### src/rtl/w_stage_writeback_pkg.sv
// MIPS ISA constants shared by the pipeline stages, plus write-back select/load types.
// Latency: n/a (package only).
// Backpressure: n/a.
package w_stage_writeback_pkg;

  // Primary opcodes
  localparam logic [5:0] OP_SPECIAL = 6'h00;
  localparam logic [5:0] OP_J       = 6'h02;
  localparam logic [5:0] OP_JAL     = 6'h03;
  localparam logic [5:0] OP_BEQ     = 6'h04;
  localparam logic [5:0] OP_ADDI    = 6'h08;
  localparam logic [5:0] OP_LUI     = 6'h0f;
  localparam logic [5:0] OP_LB      = 6'h20;
  localparam logic [5:0] OP_LH      = 6'h21;
  localparam logic [5:0] OP_LW      = 6'h23;
  localparam logic [5:0] OP_LBU     = 6'h24;
  localparam logic [5:0] OP_LHU     = 6'h25;
  localparam logic [5:0] OP_SW      = 6'h2b;

  // SPECIAL funct codes that matter to write-back
  localparam logic [5:0] FN_JR   = 6'h08;
  localparam logic [5:0] FN_JALR = 6'h09;
  localparam logic [5:0] FN_MFHI = 6'h10;
  localparam logic [5:0] FN_MFLO = 6'h12;

  // Link register
  localparam logic [4:0] RA = 5'd31;

  typedef enum logic [2:0] {LD_W, LD_B, LD_BU, LD_H, LD_HU} ld_op_t;
  typedef enum logic [1:0] {SEL_AO, SEL_PC8, SEL_LD} wb_sel_t;

  // SPECIAL functs that write an ALU result to rd (shifts, add/sub, logic, set-less-than)
  function automatic logic is_r_alu(input logic [5:0] fn);
    return fn inside {6'h00, 6'h02, 6'h03, 6'h04, 6'h06, 6'h07,
                      6'h20, 6'h21, 6'h22, 6'h23, 6'h24, 6'h25, 6'h26, 6'h27,
                      6'h2a, 6'h2b};
  endfunction

  // Immediate ALU ops, addi..lui, all write rt
  function automatic logic is_i_alu(input logic [5:0] op);
    return (op >= OP_ADDI) && (op <= OP_LUI);
  endfunction

endpackage

### src/rtl/w_stage_writeback_load_ext.sv
// Load extender: picks byte/half/word out of the DM word and sign/zero extends it.
// Latency: combinational, zero cycles.
// Backpressure: none; pure function of its inputs.
module wb_load_ext
  import w_stage_writeback_pkg::*;
(
  input  ld_op_t      op,
  input  logic [1:0]  off,
  input  logic [31:0] dr_w,
  output logic [31:0] ext
);

  logic [7:0]  byte_sel;
  logic [15:0] half_sel;

  // Lane select by offset, then extension by load type
  always_comb begin
    byte_sel = dr_w[7:0];
    case (off)
      2'd1:    byte_sel = dr_w[15:8];
      2'd2:    byte_sel = dr_w[23:16];
      2'd3:    byte_sel = dr_w[31:24];
      default: byte_sel = dr_w[7:0];
    endcase
    half_sel = off[1] ? dr_w[31:16] : dr_w[15:0];
    case (op)
      LD_B:    ext = {{24{byte_sel[7]}}, byte_sel};
      LD_BU:   ext = {24'h0, byte_sel};
      LD_H:    ext = {{16{half_sel[15]}}, half_sel};
      LD_HU:   ext = {16'h0, half_sel};
      default: ext = dr_w;
    endcase
  end

endmodule

### src/rtl/w_stage_writeback.sv
// W stage: decodes IR_W, commits the write-back value to the 32x32 GPR file, bypasses W->D reads.
// Latency: reads and WA/WD/WE are combinational; GPR and RETIRED update on the next rising edge.
// Backpressure: none; one instruction leaves W every cycle, bubbles are IR_W == 0.
module w_stage_writeback
  import w_stage_writeback_pkg::*;
#(
  parameter int CNT_W = 32,
  parameter int TRACE = 1
) (
  input  logic             clk,
  input  logic             reset,
  input  logic [31:0]      IR_W,
  input  logic [31:0]      PC_W,
  input  logic [31:0]      PC8_W,
  input  logic [31:0]      AO_W,
  input  logic [31:0]      DR_W,
  input  logic [4:0]       A1_D,
  input  logic [4:0]       A2_D,
  output logic [31:0]      RD1_D,
  output logic [31:0]      RD2_D,
  output logic [4:0]       WA_W,
  output logic [31:0]      WD_W,
  output logic             WE_W,
  output logic [CNT_W-1:0] RETIRED
);

  logic [5:0]       op, fn;
  logic [4:0]       rt, rd, dst;
  wb_sel_t          sel;
  ld_op_t           ld_op;
  logic [31:0]      ld_data;
  logic             ir_vld;
  logic [31:0]      gpr_q [32];
  logic [31:0]      gpr_d [32];
  logic [CNT_W-1:0] retired_q, retired_d;

  assign op     = IR_W[31:26];
  assign rt     = IR_W[20:16];
  assign rd     = IR_W[15:11];
  assign fn     = IR_W[5:0];
  assign ir_vld = (IR_W != 32'h0);

  // Destination, data source and load type from opcode/funct; unknown encodings write nothing
  always_comb begin
    dst   = 5'd0;
    sel   = SEL_AO;
    ld_op = LD_W;
    case (op)
      OP_SPECIAL: begin
        if (is_r_alu(fn) || fn == FN_MFHI || fn == FN_MFLO) begin
          dst = rd;
        end else if (fn == FN_JALR) begin
          dst = rd;
          sel = SEL_PC8;
        end
      end
      OP_JAL: begin dst = RA; sel = SEL_PC8; end
      OP_LB:  begin dst = rt; sel = SEL_LD; ld_op = LD_B;  end
      OP_LBU: begin dst = rt; sel = SEL_LD; ld_op = LD_BU; end
      OP_LH:  begin dst = rt; sel = SEL_LD; ld_op = LD_H;  end
      OP_LHU: begin dst = rt; sel = SEL_LD; ld_op = LD_HU; end
      OP_LW:  begin dst = rt; sel = SEL_LD; ld_op = LD_W;  end
      default: begin
        if (is_i_alu(op)) dst = rt;
      end
    endcase
  end

  wb_load_ext u_load_ext (
    .op   (ld_op),
    .off  (AO_W[1:0]),
    .dr_w (DR_W),
    .ext  (ld_data)
  );

  // Write-back data mux; $0 destinations never assert the enable
  always_comb begin
    case (sel)
      SEL_PC8: WD_W = PC8_W;
      SEL_LD:  WD_W = ld_data;
      default: WD_W = AO_W;
    endcase
    WA_W = dst;
    WE_W = (dst != 5'd0);
  end

  // Read ports: $0 is hard zero, an in-flight W write wins over the array
  always_comb begin
    if (A1_D == 5'd0)                RD1_D = 32'h0;
    else if (WE_W && A1_D == WA_W)   RD1_D = WD_W;
    else                             RD1_D = gpr_q[A1_D];
    if (A2_D == 5'd0)                RD2_D = 32'h0;
    else if (WE_W && A2_D == WA_W)   RD2_D = WD_W;
    else                             RD2_D = gpr_q[A2_D];
  end

  // Next register-file contents and retired count
  always_comb begin
    gpr_d = gpr_q;
    if (WE_W) gpr_d[WA_W] = WD_W;
    retired_d = retired_q + {{(CNT_W-1){1'b0}}, ir_vld};
  end

  // State registers; reset clears every GPR and the counter and blocks a coincident commit
  always_ff @(posedge clk or posedge reset) begin
    if (reset) begin
      for (int i = 0; i < 32; i++) gpr_q[i] <= 32'h0;
      retired_q <= '0;
    end else begin
      gpr_q     <= gpr_d;
      retired_q <= retired_d;
    end
  end

  assign RETIRED = retired_q;

`ifndef SYNTHESIS
  // Commit trace for simulation: one line per real register write
  always @(posedge clk) begin
    if (TRACE != 0 && !reset && WE_W)
      $display("%d@%h: $%d <= %h", $time, PC_W, WA_W, WD_W);
  end
`endif

endmodule
### config.mk
export PLATFORM = sky130hd
export DESIGN_NAME = w_stage_writeback
export DESIGN_NICKNAME = d
export VERILOG_FILES = /design/src/rtl/w_stage_writeback_pkg.sv /design/src/rtl/w_stage_writeback_load_ext.sv /design/src/rtl/w_stage_writeback.sv
export SDC_FILE = /design/constraint.sdc
export NUM_CORES = 2
export LEC_CHECK = 0
export ABC_AREA = 0
export ABC_CLOCK_PERIOD_IN_PS = 52100
export CORE_ASPECT_RATIO = 1.4
export CORE_MARGIN = 3
export CORE_UTILIZATION = 50
export DETAILED_ROUTE_END_ITERATION = 8
export GPL_TIMING_DRIVEN = 0
export HOLD_SLACK_MARGIN = 0.1
export PLACE_DENSITY_LB_ADDON = 0.12
export SETUP_SLACK_MARGIN = 0.1
export SKIP_CTS_REPAIR_TIMING = 1
export SLEW_MARGIN = 20
export SYNTH_ARGS = -nofsm -noshare
export SYNTH_HDL_FRONTEND = slang
export SYNTH_SLANG_ARGS = --single-unit
export TNS_END_PERCENT = 20
### constraint.sdc
create_clock -name clk -period 52.1 [get_ports clk]
set_input_delay 15.63 -clock clk [delete_from_list [all_inputs] [get_ports clk]]
set_output_delay 15.63 -clock clk [all_outputs]
set_load 0.02 [all_outputs]
==> flow_metrics.tcl <==
set metrics [dict create \
    hold_viol 0 \
    drt_wl_total_um 219900 \
    fin_nets 5357 \
    synth_cell_types 62 \
    crit_path_start_kind "input pin" \
    synth_area_per_cell_um2 11.67 \
    worst_slack_ns 14.80 \
    synthesis.nets 4955 \
    path_class "in -> out" \
    ant_nets 0 \
    clock_sinks 1056 \
    port_buffers 269 \
    grt_max_degree 105 \
    crit_slowest_cell "a221oi_1" \
    placedInstanceArea_um2 60900 \
    async_flop_share 1.000 \
    numCtsBuffers 103 \
    worstPathArrival_ns 21.67 \
    area_growth_pct 15.69 \
    timing.final.crit_share 0.7159 \
    powerDensity_nw_per_um2 37.13 \
    holdCritPathClass "reg -> reg" \
    period_needed_ns 37.30 \
    track_usage 0.3830 \
    preCtsSetupSlack_ns 15.11 \
    ios 306 \
    vias 45063 \
    gp_congestion 0.9966 \
    ys.flop_type "dfrtp_1" \
    switching_share 0.3024 \
    fmax_mhz 26.81 \
    path_clk_slew_ns 0.06 \
    cts_tree "done" \
    dr.pass1.iters 8 \
    worstHoldStart "gpr_q[999]$_DFFE_PP0P_" \
    wl_per_cell_um 32.63 \
    clock_latency_ns 0.72 \
    synth_seq_area_share 0.4738 \
    die_w_um 288.3 \
    worst_slew_pin_slew_ns 1.244 \
    coreArea_um2 110400 \
    crit_chain "clkdlybuf4s50_1, nor4_1, nand2_1, or4_1, nor2_1, or2_2, ha_1, clkbuf_1, nor2b_1, clkbuf_1, a221oi_1, buf_2, clkbuf_1, inv_1, clkdlybuf4s50_1" \
    cts-htree-levels 3 \
    initial_utilization 0.5050 \
    slowest_delay_ns 0.87 \
    ys_warn_count 0 \
    grt_setup_unrepaired "false" \
    layout-drive-gt1-share 0.1902 \
    first_global_vias 45972 \
    fp.dieH_um 401.2 \
    fin_area_um2 64520 \
    rows 144 \
    p_int_mw 1.671 \
    mostFrequentLayoutCells "dfrtp_1 (1056), nand2_1 (969), o21ai_0 (859)" \
    irDropWorstVdd_mv 0.02653 \
    total_power_mw 2.396 \
    drc 0 \
    hpwl_um 168200 \
    antenna_found_initial 14 \
    crit_fanout 10 \
    fin_setup_tns_ns 0 \
    drt_iter0_drc 5305 \
    cpMostUsedCell "clkbuf_1" \
    final_common_cell "dfrtp_1" \
    comb_power_share 0.224 \
    p_switching_mw 0.7245 \
    grt_pass1_wl_um 317100 \
    via_per_inst 6.687 \
    worstPathRequired_ns 36.47 \
    synth-edff-count 0 \
    synth_area_um2 55770 \
    seq_power_share 0.441 \
    clockPowerShare 0.335 \
    finalClockSkew_ns 0.01253 \
    cts-root-buf "clkbuf_16" \
    rr_startpoint "RETIRED[2]$_DFF_PP0_" \
    ys_ff_latch 1056 \
    grt.overflow.total 0 \
    holdWs_ns 0.4783 \
    finalSetupViolations 0 \
    max-slew-margin-rel 0.1656 \
    drv_slew 0 \
    cp-end-kind "primary output" \
    outcome "complete, no violations" \
    crit_start "IR_W[29]" \
    power.leakage_nw 26.50 \
    max-cap-violations 0 \
    syn_inst 4779 \
    dieArea_um2 115600 \
    cts_buffer_depth 3 \
]
-- stage by stage --
step / instances / util
final: 6739 / 0.5842
after floorplan: 4779 / -
after global placement: 6508 / 0.5459
after CTS: 6728 / 0.5837
after global routing: 6729 / 0.5840
after detailed placement: 6535 / 0.5514
-- metal layers --
metal | GRT usage | vias to the layer above | share of wire
met5 | 0 | - | 0.00024
met4 | 0.2232 | 8 | 0.068
met3 | 0.1122 | 727 | 0.11
met2 | 0.6035 | 2794 | 0.47
met1 | 0.4706 | 23180 | 0.35
li1 | - | 18354 | -
-- registers in the layout, indices dropped and copies added, names as in the netlist --
name / count
RETIRED: 32
gpr_q: 1024
-- worst max-delay path, delay by kind of cell --
kind / cells / cell delay (ns)
buffers and inverters: 7 / 3.18
and+or+nand+nor: 6 / 1.84
AOI/OAI and AO/OA: 1 / 0.87
adders and majority gates: 1 / 0.12
-- power by group through the flow --
stage	clock [mW]	sequential, mW	combinational [mW]
global route	0.836	1.07	0.571
floorplan	0	1.03	0.355
CTS	0.802	1.05	0.525
global placement	0	1.06	0.508
detailed placement	0	1.06	0.523
finish	0.803	1.06	0.536
-- synthesized netlist by cell type, types with 21 or more instances --
cell type / number / area (µm²)
clkbuf_1: 438 / 1644
buf_2: 29 / 145.1
nand3_1: 21 / 105.1
mux4_2: 641 / 14440
nor2b_1: 67 / 419.2
xnor2_1: 33 / 289.0
buf_1: 52 / 195.2
a211oi_1: 59 / 442.9
dfrtp_1: 1056 / 26430
a21oi_1: 56 / 280.3
nand2_1: 969 / 3637
inv_1: 39 / 146.4
o21ai_0: 860 / 4304
o21ai_1: 90 / 450.4
a221oi_1: 79 / 691.9
nor2_1: 86 / 322.8
mux2_2: 39 / 439.2
-- cell families (layout without fill, tap and decap cells) --
| kind of cell | after synthesis | in the layout | share of synthesized area |
|---|---|---|---|
| and+or+nand+nor | 1233 | 1233 | 0.09252 |
| AOI/OAI and AO/OA | 1189 | 1189 | 0.1187 |
| DFF | 1056 | 1056 | 0.4738 |
| muxes | 688 | 688 | 0.2682 |
| buffers and inverters | 569 | 1059 | 0.03942 |
| xor gates and xnor gates | 40 | 40 | 0.006551 |
| adders and majority gates | 4 | 4 | 0.0008974 |
| other | 0 | 10 | 0 |
-- final timing paths --
check	endpoint	slack (ns)	cells past startpoint
max	WD_W[17]	14.80	15
min	gpr_q[999]$_DFFE_PP0P_	0.48	1
max reg2reg	RETIRED[31]$_DFF_PP0_	49.78	8
min reg2reg	gpr_q[999]$_DFFE_PP0P_	0.48	1
max in group asynchronous	gpr_q[292]$_DFFE_PP0P_	34.57	6
min in group asynchronous	gpr_q[217]$_DFFE_PP0P_	15.25	2
-- cell type report --
| class | instances | area, µm² |
|---|---|---|
| antenna | 10 | 25.02 |
| buffer | 526 | 2071 |
| clock buffer | 156 | 3133 |
| clock inverter | 37 | 430.4 |
| fill | 9247 | 45920 |
| inverter | 43 | 168.9 |
| multi-input combinational | 3154 | 27250 |
| sequential | 1056 | 26430 |
| tap | 1460 | 1827 |
| timing repair buffer | 297 | 3189 |
No activity file was read; power rests on OpenSTA's default activity.
